`config.mk`:
```
export PLATFORM = sky130hd
export DESIGN_NAME = mdio_master_flat
export DESIGN_NICKNAME = d
export VERILOG_FILES = /design/src/rtl/mdio_master_if.sv /design/src/rtl/mdio_master.sv /design/src/flat_wrapper.sv
export SDC_FILE = /design/constraint.sdc
export NUM_CORES = 1
export LEC_CHECK = 0
export ABC_CLOCK_PERIOD_IN_PS = 3600
export CORE_ASPECT_RATIO = 1.2
export CORE_MARGIN = 4
export CORE_UTILIZATION = 40
export CTS_CLUSTER_DIAMETER = 30
export DETAILED_ROUTE_END_ITERATION = 8
export REMOVE_ABC_BUFFERS = 1
export SLEW_MARGIN = 20
export SYNTH_ARGS = -nofsm -noshare
export SYNTH_HDL_FRONTEND = slang
export SYNTH_SLANG_ARGS = --single-unit
```
`constraint.sdc`:
```
create_clock -name sys_clk -period 3.6 [get_ports sys_clk]
set_input_delay 0.72 -clock sys_clk [delete_from_list [all_inputs] [get_ports sys_clk]]
set_output_delay 0.72 -clock sys_clk [all_outputs]
set_load 0.03 [all_outputs]
```
`src/rtl/mdio_master_if.sv`:
```
// Request/response and MDIO pad signals between system control logic and mdio_master.
interface mdio_master_if;
   logic        start_flag;
   logic        r_w;
   logic [4:0]  phy_add;
   logic [4:0]  reg_add;
   logic [15:0] write_reg_data;
   logic        mdio_in;
   logic [15:0] read_reg_data;
   logic        mdio_en;
   logic        mdio_o;
   logic        mdc;

   modport master (
      input  start_flag, r_w, phy_add, reg_add, write_reg_data, mdio_in,
      output read_reg_data, mdio_en, mdio_o, mdc
   );

   modport slave (
      output start_flag, r_w, phy_add, reg_add, write_reg_data, mdio_in,
      input  read_reg_data, mdio_en, mdio_o, mdc
   );
endinterface

```
`src/rtl/mdio_master.sv`:
```
// Clause-22 MDIO master: one start pulse produces a full MDC/MDIO read or write frame.
// Optional MDIO_PREAMBLE_SUPPRESS_EN drops the 32-bit preamble (32-period frames).
module mdio_master #(
   parameter int unsigned MDC_HALF = 10
) (
   input  logic          sys_clk,
   input  logic          sys_rst,
   mdio_master_if.master bus
);
   typedef enum logic [3:0] {
      S_IDLE, S_WAIT, S_PRE, S_ST, S_OP, S_PHYAD, S_REGAD, S_TA, S_DATA
   } state_t;

   localparam int unsigned CW = $clog2(MDC_HALF);

   state_t      state, nxt_state;
   logic [CW-1:0] div_cnt;
   logic        mdc_q, tick, fall, rise;
   logic [4:0]  bit_cnt, nxt_cnt, last;
   logic        rw_q;
   logic [4:0]  phy_q, reg_q;
   logic [15:0] data_q, shift_q, rd_q, nxt_rd;
   logic        mdo_q, en_q, nxt_o, nxt_en, cap;

   assign tick = (div_cnt == CW'(MDC_HALF - 1));
   assign fall = tick &  mdc_q;
   assign rise = tick & ~mdc_q;

   always_comb begin
      nxt_state = state;
      nxt_cnt   = bit_cnt;
      nxt_o     = mdo_q;
      nxt_en    = en_q;
      nxt_rd    = rd_q;
      cap       = 1'b0;
      last      = 5'd1;

      case (state)
         S_PRE:            last = 5'd31;
         S_PHYAD, S_REGAD: last = 5'd4;
         S_DATA:           last = 5'd15;
         default:          last = 5'd1;
      endcase

      // Position (field, bit) advances on a fall; the bit for the new position is driven at once.
      case (state)
         S_IDLE: begin
            if (bus.start_flag) begin
               cap       = 1'b1;
               nxt_state = S_WAIT;
            end
         end
         S_WAIT: begin
            if (fall) begin
               nxt_cnt = '0;
`ifdef MDIO_PREAMBLE_SUPPRESS_EN
               nxt_state = S_ST;
`else
               nxt_state = S_PRE;
`endif
            end
         end
         default: begin
            if (fall) begin
               if (bit_cnt == last) begin
                  nxt_cnt = '0;
                  case (state)
                     S_PRE:   nxt_state = S_ST;
                     S_ST:    nxt_state = S_OP;
                     S_OP:    nxt_state = S_PHYAD;
                     S_PHYAD: nxt_state = S_REGAD;
                     S_REGAD: nxt_state = S_TA;
                     S_TA:    nxt_state = S_DATA;
                     default: begin
                        nxt_state = S_IDLE;
                        if (rw_q) nxt_rd = shift_q;
                     end
                  endcase
               end else begin
                  nxt_cnt = bit_cnt + 5'd1;
               end
            end
         end
      endcase

      if (fall && state != S_IDLE) begin
         nxt_o  = 1'b1;
         nxt_en = 1'b1;
         case (nxt_state)
            S_PRE:   nxt_o = 1'b1;
            S_ST:    nxt_o = nxt_cnt[0];
            S_OP:    nxt_o = nxt_cnt[0] ^ rw_q;
            S_PHYAD: nxt_o = phy_q[3'd4 - nxt_cnt[2:0]];
            S_REGAD: nxt_o = reg_q[3'd4 - nxt_cnt[2:0]];
            S_TA: begin
               nxt_en = ~rw_q;
               nxt_o  = rw_q | ~nxt_cnt[0];
            end
            S_DATA: begin
               nxt_en = ~rw_q;
               nxt_o  = rw_q | data_q[~nxt_cnt[3:0]];
            end
            default: begin
               nxt_o  = 1'b1;
               nxt_en = 1'b0;
            end
         endcase
      end
   end

   always_ff @(posedge sys_clk or posedge sys_rst) begin
      if (sys_rst) begin
         div_cnt <= '0;
         mdc_q   <= 1'b0;
         state   <= S_IDLE;
         bit_cnt <= '0;
         mdo_q   <= 1'b1;
         en_q    <= 1'b0;
         rd_q    <= '0;
         rw_q    <= 1'b0;
         phy_q   <= '0;
         reg_q   <= '0;
         data_q  <= '0;
         shift_q <= '0;
      end else begin
         if (tick) begin
            div_cnt <= '0;
            mdc_q   <= ~mdc_q;
         end else begin
            div_cnt <= div_cnt + 1'b1;
         end
         state   <= nxt_state;
         bit_cnt <= nxt_cnt;
         mdo_q   <= nxt_o;
         en_q    <= nxt_en;
         rd_q    <= nxt_rd;
         if (cap) begin
            rw_q   <= bus.r_w;
            phy_q  <= bus.phy_add;
            reg_q  <= bus.reg_add;
            data_q <= bus.write_reg_data;
         end
         if (rise && state == S_DATA && rw_q)
            shift_q <= {shift_q[14:0], bus.mdio_in};
      end
   end

   assign bus.mdc           = mdc_q;
   assign bus.mdio_o        = mdo_q;
   assign bus.mdio_en       = en_q;
   assign bus.read_reg_data = rd_q;
endmodule

```
`src/flat_wrapper.sv`:
```
// flat-port wrapper written by rule: the top's interface ports become plain ports
module mdio_master_flat 
#(
   parameter int unsigned MDC_HALF = 10
)
  (sys_clk, sys_rst, bus_start_flag, bus_r_w, bus_phy_add, bus_reg_add, bus_write_reg_data, bus_mdio_in, bus_read_reg_data, bus_mdio_en, bus_mdio_o, bus_mdc);
  mdio_master_if bus_i ();
  input  logic sys_clk;
  input  logic sys_rst;
  input wire logic [$bits(bus_i.start_flag)-1:0] bus_start_flag;
  input wire logic [$bits(bus_i.r_w)-1:0] bus_r_w;
  input wire logic [$bits(bus_i.phy_add)-1:0] bus_phy_add;
  input wire logic [$bits(bus_i.reg_add)-1:0] bus_reg_add;
  input wire logic [$bits(bus_i.write_reg_data)-1:0] bus_write_reg_data;
  input wire logic [$bits(bus_i.mdio_in)-1:0] bus_mdio_in;
  output wire logic [$bits(bus_i.read_reg_data)-1:0] bus_read_reg_data;
  output wire logic [$bits(bus_i.mdio_en)-1:0] bus_mdio_en;
  output wire logic [$bits(bus_i.mdio_o)-1:0] bus_mdio_o;
  output wire logic [$bits(bus_i.mdc)-1:0] bus_mdc;
  assign bus_i.start_flag = bus_start_flag;
  assign bus_i.r_w = bus_r_w;
  assign bus_i.phy_add = bus_phy_add;
  assign bus_i.reg_add = bus_reg_add;
  assign bus_i.write_reg_data = bus_write_reg_data;
  assign bus_i.mdio_in = bus_mdio_in;
  assign bus_read_reg_data = bus_i.read_reg_data;
  assign bus_mdio_en = bus_i.mdio_en;
  assign bus_mdio_o = bus_i.mdio_o;
  assign bus_mdc = bus_i.mdc;
  mdio_master #(.MDC_HALF(MDC_HALF)) u_core (.sys_clk(sys_clk), .sys_rst(sys_rst), .bus(bus_i));
endmodule
```
**Yosys cells after proc, flatten, opt, wreduce, memory -nomap -nowiden**

Cells that the tools add are included.

- Output and inout port bits: 19
- Logic and storage cells: 81
- Input port bits: 31
- Flip-flop bits (word level): 75

- Eq/ne operators: 17
- Bitwise logic cells: 12
- Add/subtract/negate cells: 3
- Magnitude comparators: 2
- Mux-type cells: 22
- Reductions and logical operators: 12

Operator list:

| kind | number |
|---|---|
| == test 4 x 3 -> 1 bit (second input constant) | 8 |
| one-hot mux 4 bit (6 select lines) | 1 |
| 2-to-1 mux 4 bit | 5 |
| == test 4 x 2 -> 1 bit (second input constant) | 4 |
| 2-to-1 mux 5 bit | 3 |
| one-hot mux 5 bit (3 select lines) | 1 |
| == test 4 bit (second input constant) | 3 |
| one-hot mux 5 bit (2 select lines) | 1 |
| one-hot mux 4 bit (2 select lines) | 1 |
| binary-select mux 1 bit (select 3 bit) | 2 |
| NOT 1 bit | 6 |
| one-hot mux 1 bit (6 select lines) | 1 |
| OR reduction 2 bit | 3 |
| OR reduction 6 bit | 1 |
| adder 5 x 1 -> 5 bit (second input constant) | 1 |
| == test 5 bit | 1 |
| less-than comparator 4 x 5 -> 1 bit (second input constant) | 1 |
| 2-to-1 mux 1 bit | 5 |
| AND reduction 5 bit | 1 |
| OR reduction 5 bit | 1 |
| adder 4 x 1 -> 4 bit (second input constant) | 1 |
| binary-select mux 1 bit (select 4 bit) | 1 |
| == test 4 x 1 -> 1 bit (second input constant) | 1 |
| zero test 4 bit | 1 |
| other kinds (10) | 14 |

**Logic depth before layout (Yosys ltp)**

Gate-level depths: netlist of the first run.

- Depth in word-level cells: 12
- Mapped depth: 16
- Gate-level depth less buffers: 13

**Least setup slack after synthesis of the first run**

No wires, ideal clock.

- Kind: reg2reg
- From: register u_core.state[0]
- To: register u_core.mdo_q, in the netlist u_core.bus.mdio_o
- Stages on the path, launching flop included: 17
- Slack: 521 ps
- Clock period less this slack: 3079 ps
- Library setup time: 77 ps
- Path buffers: 3
- Arrival time: 3001 ps
- Required time: 3523 ps
- Cell sequence: dfrtp_1 buf_6 xnor2_1 or4_4 and3_4 buf_6 o21ai_4 nand2_1 buf_6 inv_1 ha_1 a21oi_1 a211oi_1 nand3_1 a211oi_1 o21ai_0 a31oi_1

- Cells in the longest elaborated chain, start to end: 12
- Elaborated cells on any way between the ends: 42
- Those cells by class: add/sub (1); eq/ne (15); mux (17); bitwise (5); reduce/logical (4)

RTL lines:

| item | line | RTL |
|---|---|---|
| start: declaration | mdio_master.sv:16 | `state_t state, nxt_state;` |
| start signal: assignment | mdio_master.sv:132 | `state <= nxt_state;` |
| == test 4 x 3 -> 1 bit | mdio_master.sv:38 | `case (state)` |
| OR reduction 2 bit | mdio_master.sv:38 |  |
| one-hot mux 5 bit (3 select lines) | mdio_master.sv:38 |  |
| == test 5 bit | mdio_master.sv:65 | `if (bit_cnt == last) begin` |
| 2-to-1 mux 5 bit | mdio_master.sv:65 |  |
| 2-to-1 mux 5 bit | mdio_master.sv:64 | `if (fall) begin` |
| one-hot mux 5 bit (2 select lines) * | mdio_master.sv:46 | `case (state)` |
| net u_core.nxt_cnt[0] | mdio_master.sv:19 | `logic [4:0] bit_cnt, nxt_cnt, last;` |
| parallel branches: the longest is 4 deep, another holds subtractor 3 bit | - |  |
| one-hot mux 1 bit (6 select lines) * | mdio_master.sv:89 | `case (nxt_state)` |
| end signal: assignment | mdio_master.sv:134 | `mdo_q <= nxt_o;` |
| end: declaration | mdio_master.sv:23 | `logic mdo_q, en_q, nxt_o, nxt_en, cap;` |

Mark *: on every way through the listed nets, which the timed path passes. The select of a mux whose other input is x is not followed.
A chain may end at the register's enable or synchronous reset.

**Worst setup path after layout of the first run**

- From: register u_core.state[3]
- To: register u_core.mdo_q, in the netlist u_core.bus.mdio_o

Same word-level chain as after synthesis.

==> results of run 1 <==
==> cells in the mapped netlist (all sizes together) (3+ instances only) <==
| cell | number |
|---|---|
| dfrtp | 74 |
| mux2 | 60 |
| nand2 | 19 |
| o21ai | 19 |
| nor2 | 15 |
| buf | 11 |
| a21oi | 10 |
| nand3 | 10 |
| inv | 9 |
| and3 | 6 |
| a211oi | 5 |
| a311oi | 5 |
| clkbuf | 5 |
| and2 | 4 |
| nand2b | 4 |
| xnor2 | 4 |
| a21boi | 3 |
| a31oi | 3 |
| a32oi | 3 |
| nand3b | 3 |
| nor2b | 3 |
| nor3 | 3 |
| or3 | 3 |
==> cells by family (layout without fill, tap and decap cells) <==
group,Yosys count,in the layout
and+or+nand+nor,79,79
AOI/OAI and AO/OA,68,68
xor gates and xnor gates,6,6
muxes,62,62
buffers and inverters,25,82
adders and majority gates,2,2
DFF,75,75
==> area by class of cell <==
cell class | instances | area, um2 | share of cell area [%]
multi-input combinational | 217 | 1770 | 38.5
inverter | 9 | 33.8 | 0.736
clock buffer | 9 | 124 | 2.70
sequential | 75 | 1880 | 40.9
timing repair buffer | 57 | 551 | 12.0
clock inverter | 7 | 82.6 | 1.80
tap | 120 | 150 | 3.27
==> registers in the layout (all words and copies together) (netlist names) <==
signal	flops
u_core.state	4
u_core.bus.mdio_en	1
u_core.shift_q	16
u_core.phy_q	5
u_core.data_q	16
u_core.div_cnt	4
u_core.reg_q	5
u_core.bus.mdc	1
u_core.bit_cnt	5
u_core.rw_q	1
u_core.bus.mdio_o	1
u_core.bus.read_reg_data	16
==> tightest hold or removal path, delay by kind of cell (launching register included) <==
| family | cells | cell delay [ps] |
|---|---|---|
| AO/OA/AOI/OAI | 1 | 60 |
| flip-flops | 1 | 350 |
| AND/OR/NAND/NOR | 1 | 50 |
==> power groups by stage <==
| stage | Combinational, mW | Sequential [mW] | Clock [mW] |
|---|---|---|---|
| floorplan | 0.0131 | 0.859 | 0 |
| finish | 0.0507 | 0.842 | 0.673 |
| global placement | 0.0532 | 0.859 | 0 |
| CTS | 0.0536 | 0.843 | 0.706 |
| detailed placement | 0.0535 | 0.859 | 0 |
| global route | 0.0568 | 0.843 | 0.741 |
==> stage by stage <==
| stage | instances | util [%] | hold slack [ps] | cell area [um2] |
|---|---|---|---|---|
| 2_1_floorplan | 301 | - | 470 | 3680 |
| 3_3_place_gp | 478 | 48.0 | 469 | 4380 |
| 3_5_place_dp | 478 | 48.0 | 475 | 4380 |
| 4_1_cts | 494 | 50.2 | 497 | 4590 |
| 5_1_grt | 494 | 50.2 | 508 | 4590 |
| 6_report | 494 | 50.2 | 492 | 4590 |
==> per-layer routing <==
| layer | wire, um | up-vias | part of all wire, % | global-route usage [%] |
|---|---|---|---|---|
| met5 | 0 | - | 0 | 0 |
| met4 | 136 | 0 | 1.8 | 6.27 |
| met3 | 264 | 12 | 3.5 | 3.41 |
| met2 | 3760 | 44 | 49 | 23.8 |
| met1 | 3470 | 1296 | 45 | 19.2 |
| li1 | - | 1280 | - | - |
==> path summary, 6_finish.rpt <==
check                                                    start                        endpoint  slack (ps)  cells past startpoint
worst max-delay path                 u_core.state[3]$_DFF_PP0_   u_core.bus.mdio_o$_DFFE_PP1P_         270                     13
worst min-delay path            u_core.bus.mdio_en$_DFFE_PP0P_  u_core.bus.mdio_en$_DFFE_PP0P_         490                      2
worst max register to register       u_core.state[3]$_DFF_PP0_   u_core.bus.mdio_o$_DFFE_PP1P_         270                     13
worst min register to register  u_core.bus.mdio_en$_DFFE_PP0P_  u_core.bus.mdio_en$_DFFE_PP0P_         490                      2
max in group asynchronous                              sys_rst   u_core.bus.mdio_o$_DFFE_PP1P_        2430                      3
min in group asynchronous                              sys_rst  u_core.shift_q[15]$_DFFE_PP0P_         800                      3
==> impl_metrics.yaml, run 1 <==
yosys:
  synth.area.top_cells: "sky130_fd_sc_hd__dfrtp_1, sky130_fd_sc_hd__mux2_2, sky130_fd_sc_hd__o21ai_0, sky130_fd_sc_hd__nand2_1, sky130_fd_sc_hd__nor2_1"
  synth_top_family_by_area: "multiplexers"
  postSynthAreaPerCell_um2: 11.9
  synth-seq-cells: 75
  synthDominantCellAreaShare_pct: 49.0
  synth-warning-count: 0
  post_synth_mux_area_share_pct: 18.7
  postSynthCellCount: 317
  synthSimpleGateAreaFrac_pct: 11.3
  synth.distinct_cells: 61
  synthArstFlopShare_pct: 100
  netlist_area_um2: 3780
  synth_compound_gate_area_share_pct: 14.7
  yosys.area.top_type: "sky130_fd_sc_hd__dfrtp_1"
  sequential_cell_area_fraction_in_the_yosys_report_pct: 49.7
  dominantRegCellSynth: "sky130_fd_sc_hd__dfrtp_1"
  count_of_flip_flops_with_a_built_in_enable_after_synthesis: 0
  synth_fa_ha_area_share_pct: 0.662
  synth-xor-area-share_pct: 1.39
sta:
  max_slew_margin_pct: 42.0
  final.min_clock_period_ps: 3330
  fmax_mhz: 301
  timing_max_transition_violations_final: 0
  layout_worst_path_cycle_share_pct: 92.4
  worst_slew_pin_tran_ps: 868
  report.final.hold_viol_count: 0
  fin_ws_ps: 272
  finClkSkew_ps: 10.8
  setup_total_negative_slack_ps: 0
  setup_viol: 0
  rsz0062_at_grt: "false"
layout:
  areaGrowthSynthToFinish_pct: 21.3
  num_antenna_cells: 0
  drive_gt1_share_pct: 27.3
  num-fill-cells: 838
  final_common_cell: "sky130_fd_sc_hd__dfrtp_1"
  layout_common_cells: "sky130_fd_sc_hd__dfrtp_1, sky130_fd_sc_hd__mux2_2, sky130_fd_sc_hd__clkdlybuf4s50_1, sky130_fd_sc_hd__nand2_1, sky130_fd_sc_hd__o21ai_0"
  finalNetCount: 402
clock_network:
  ctsResizeCount: 0
  cts-buffers-inserted: 9
  htree_levels: 3
  clock_insertion_delay_worst_skew_ps: 350
  cts_post_setup_buffers_inserted: 0
  cts.reportedPaths.clkPinSlew_ps: 90
  cts.root.buffer_cell: "sky130_fd_sc_hd__clkbuf_8"
  cts-hold-fix-buffers: 0
  cts.sink_count: 75
  clock_tree.buffer_depth: 2
  clock_tree_from_tritoncts: "done"
worst_setup_path:
  cp_top_family: "simple AND/OR/NAND/NOR gates"
  worst-endpoint-arrival_ps: 3600
  cp_data_required_time_ps: 3880
  ordered_list_of_cells_on_the_worst_path: "nand2b_1, or4_4, and3_4, o21ai_4, nand2_1, inv_1, ha_1, a21oi_1, a211oi_1, nand3_1, a211oi_1, o21ai_0, a31oi_1"
  critPathMostFrequentCell: "sky130_fd_sc_hd__a211oi_1"
  cp_num_buf_inv: 1
  crit_path_end_kind: "flip-flop"
  type_of_origin_of_the_critical_path: "flip-flop"
  worst-path-max-fanout: 11
  setup.worst_path.class: "reg -> reg"
  crit_slowest_cell: "sky130_fd_sc_hd__or4_4"
  critical-path-max-stage-delay_ps: 550
drt:
  drtAntennaViolNets: 0
  detailed_route_via_count: 2632
  detailedRoute.firstPassIterationCount: 4
  route.detailed.vias_per_inst: 5.33
  remaining_drc_errors: 0
  drt-wirelength-per-cell_um: 15.4
  detail_route.wirelength_um: 7620
  drt_iter0_drc: 102
floorplanning:
  floorplan.core_area_um2: 9130
  die-area_um2: 11100
  initial_utilization_pct: 41.4
  floorplan.rows: 38
  pin_count: 50
  floorplan.die.height_um: 115
  chipWidth_um: 96.8
global_route:
  first_global_vias: 2695
  antenna_violations_before_repair: 0
  grt_pass1_wl_um: 13200
  grt_overall_usage_pct: 14.8
  grt_max_degree: 39
  global_route.overflow_total: 0
power:
  finalPower_mw: 1.57
  netSwitchingFraction_pct: 23.0
  net-switching-power_mw: 0.360
  p_int_mw: 1.21
  power.density_nw_per_um2: 341
  power.static_leakage_nw: 2.07
  power.share.sequential_pct: 53.8
  power_frac_comb_pct: 3.2
  irDropWorstVdd_uv: 335
  clock_power_share_pct: 43.0
flow_run:
  max-cap-violations: 0
placement:
  dp.final_hpwl_um: 5580
  port-buffer-count: 49
  preCtsSetupSlack_ps: 324
  globalplace.congestion: 0.822
outcome:
  run_status: "complete, no violations"
hold_path:
  timing.hold.worst.class: "reg -> reg"
Note: power is estimated with default switching activity, not from simulation.
==> inputs of run 2 (changes only) <==
ABC_CLOCK_PERIOD_IN_PS = 4300   (was 3600)
GPL_ROUTABILITY_DRIVEN = 0   (was default)
clock period = 4.3 ns   (was 3.6 ns; I/O delays follow)
==> run 2 against run 1 <==
Compared with the run above:
- register-to-register slack gained 460 ps
- critical path depth is the same
- worst setup slack gained 460 ps
- via count shrank 1.3%
- hold slack gained 13 ps
- count of clock-buffer cells in the layout grew 1
- final area shrank 0.79%
- total power shrank 17%
- global-route usage shrank 0.32 points
- first-iteration DRC count grew 28%
- cell count shrank 0.81%
==> impl_metrics.yaml, run 2 (synthesized netlist as in run 1, its figures left out) <==
outcome:
  run_status: "complete, no violations"
clock_network:
  clock_tree_from_tritoncts: "done"
  cts.reportedPaths.clkPinSlew_ps: 80
  cts.sink_count: 75
  clock_insertion_delay_worst_skew_ps: 360
  cts.root.buffer_cell: "sky130_fd_sc_hd__clkbuf_8"
  cts_post_setup_buffers_inserted: 0
  htree_levels: 3
  cts-hold-fix-buffers: 0
  ctsResizeCount: 0
  clock_tree.buffer_depth: 2
  cts-buffers-inserted: 9
layout:
  layout_common_cells: "sky130_fd_sc_hd__dfrtp_1, sky130_fd_sc_hd__mux2_2, sky130_fd_sc_hd__clkdlybuf4s50_1, sky130_fd_sc_hd__nand2_1, sky130_fd_sc_hd__o21ai_0"
  finalNetCount: 398
  design_area_um2: 4550
  drive_gt1_share_pct: 26.2
  final_core_utilization_pct: 49.8
  areaGrowthSynthToFinish_pct: 20.3
  num_antenna_cells: 0
  final_common_cell: "sky130_fd_sc_hd__dfrtp_1"
floorplanning:
  pin_count: 50
  die-area_um2: 11100
  floorplan.core_area_um2: 9130
  floorplan.rows: 38
  chipWidth_um: 96.8
  initial_utilization_pct: 41.4
  floorplan.die.height_um: 115
power:
  power.static_leakage_nw: 2.04
  power.density_nw_per_um2: 285
  irDropWorstVdd_uv: 228
global_route:
  antenna_violations_before_repair: 0
  global_route.overflow_total: 0
  grt_overall_usage_pct: 14.4
  grt_pass1_wl_um: 12800
  first_global_vias: 2667
  grt_max_degree: 76
placement:
  placed_area_um2: 4350
  dp.final_hpwl_um: 5440
  port-buffer-count: 49
drt:
  detailed_route_via_count: 2597
  route.detailed.vias_per_inst: 5.30
  detailedRoute.firstPassIterationCount: 4
  detail_route.wirelength_um: 7520
  drt-wirelength-per-cell_um: 15.3
  drtAntennaViolNets: 0
  drt_iter0_drc: 131
  remaining_drc_errors: 0
flow_run:
  max-cap-violations: 0
sta:
  fmax_mhz: 280
  finClkSkew_ps: 11.0
  timing_max_transition_violations_final: 0
  final.min_clock_period_ps: 3570
  report.final.hold_viol_count: 0
  worst_slew_pin_tran_ps: 941
  setup_total_negative_slack_ps: 0
  setup_viol: 0
  hold_slack_ps: 505
  max_slew_margin_pct: 37.3
  layout_worst_path_cycle_share_pct: 83.0
  rsz0062_at_grt: "false"
worst_setup_path:
  worst-path-max-fanout: 11
  cp_data_required_time_ps: 4580
  type_of_origin_of_the_critical_path: "flip-flop"
  crit_path_end_kind: "flip-flop"
  worst-endpoint-arrival_ps: 3850
  setup.worst_path.class: "reg -> reg"
hold_path:
  timing.hold.worst.class: "reg -> reg"
## run 2: cell type report
class                   count  area [um2]
fillers                   857        4580
flip-flops and latches     75        1880
multi-input cells         217        1770
repair buffers             53         520
well taps                 120         150
clock buffers              10         128
clock inverters             6        72.6
inverters                   9        33.8
## run 2: power by group
part,switching (mW),leakage [nW],internal (mW),total [mW]
combinational,0.0168,0.926,0.0247,0.0415
clock,0.275,0.0975,0.274,0.549
sequential,0.000282,1.02,0.705,0.705
total,0.292,2.04,1.00,1.30
## run 2: worst max-delay path, cell delays in order, from the launching register on
cell	delay, ps
sky130_fd_sc_hd__dfrtp_1	500
sky130_fd_sc_hd__nand2b_1	260
sky130_fd_sc_hd__or4_4	540
sky130_fd_sc_hd__and3_4	240
sky130_fd_sc_hd__o21ai_4	150
sky130_fd_sc_hd__nand2_1	270
sky130_fd_sc_hd__inv_1	200
sky130_fd_sc_hd__ha_1	210
sky130_fd_sc_hd__a21oi_1	50
sky130_fd_sc_hd__a211oi_1	430
sky130_fd_sc_hd__nand3_1	130
sky130_fd_sc_hd__a211oi_1	230
sky130_fd_sc_hd__o21ai_0	110
sky130_fd_sc_hd__a31oi_1	160
## run 2: worst paths after layout
| path | start | cells after the start | endpoint | slack [ps] |
|---|---|---|---|---|
| max | u_core.state[3]$_DFF_PP0_ | 13 | u_core.bus.mdio_o$_DFFE_PP1P_ | 730 |
| min | u_core.data_q[1]$_DFFE_PP0P_ | 1 | u_core.data_q[1]$_DFFE_PP0P_ | 510 |
| max reg2reg | u_core.state[3]$_DFF_PP0_ | 13 | u_core.bus.mdio_o$_DFFE_PP1P_ | 730 |
| min reg2reg | u_core.data_q[1]$_DFFE_PP0P_ | 1 | u_core.data_q[1]$_DFFE_PP0P_ | 510 |
| max in group asynchronous | sys_rst | 3 | u_core.data_q[2]$_DFFE_PP0P_ | 2580 |
| min in group asynchronous | sys_rst | 3 | u_core.bus.read_reg_data[15]$_DFFE_PP0P_ | 1100 |
## run 2: layer usage
metal,part of all wire (%),global-route usage (%)
met1,46,18.2
met2,49,23.5
met3,4.1,3.84
met4,1.5,6.09
met5,0,0
## run 2: per-stage QoR
step                cells  worst slack (ps)  power, mW
detailed placement    474               759      0.763
CTS                   490               727       1.31
global placement      474               865      0.762
floorplan             301               962      0.730
finish                490               732       1.30
global route          490               430       1.36
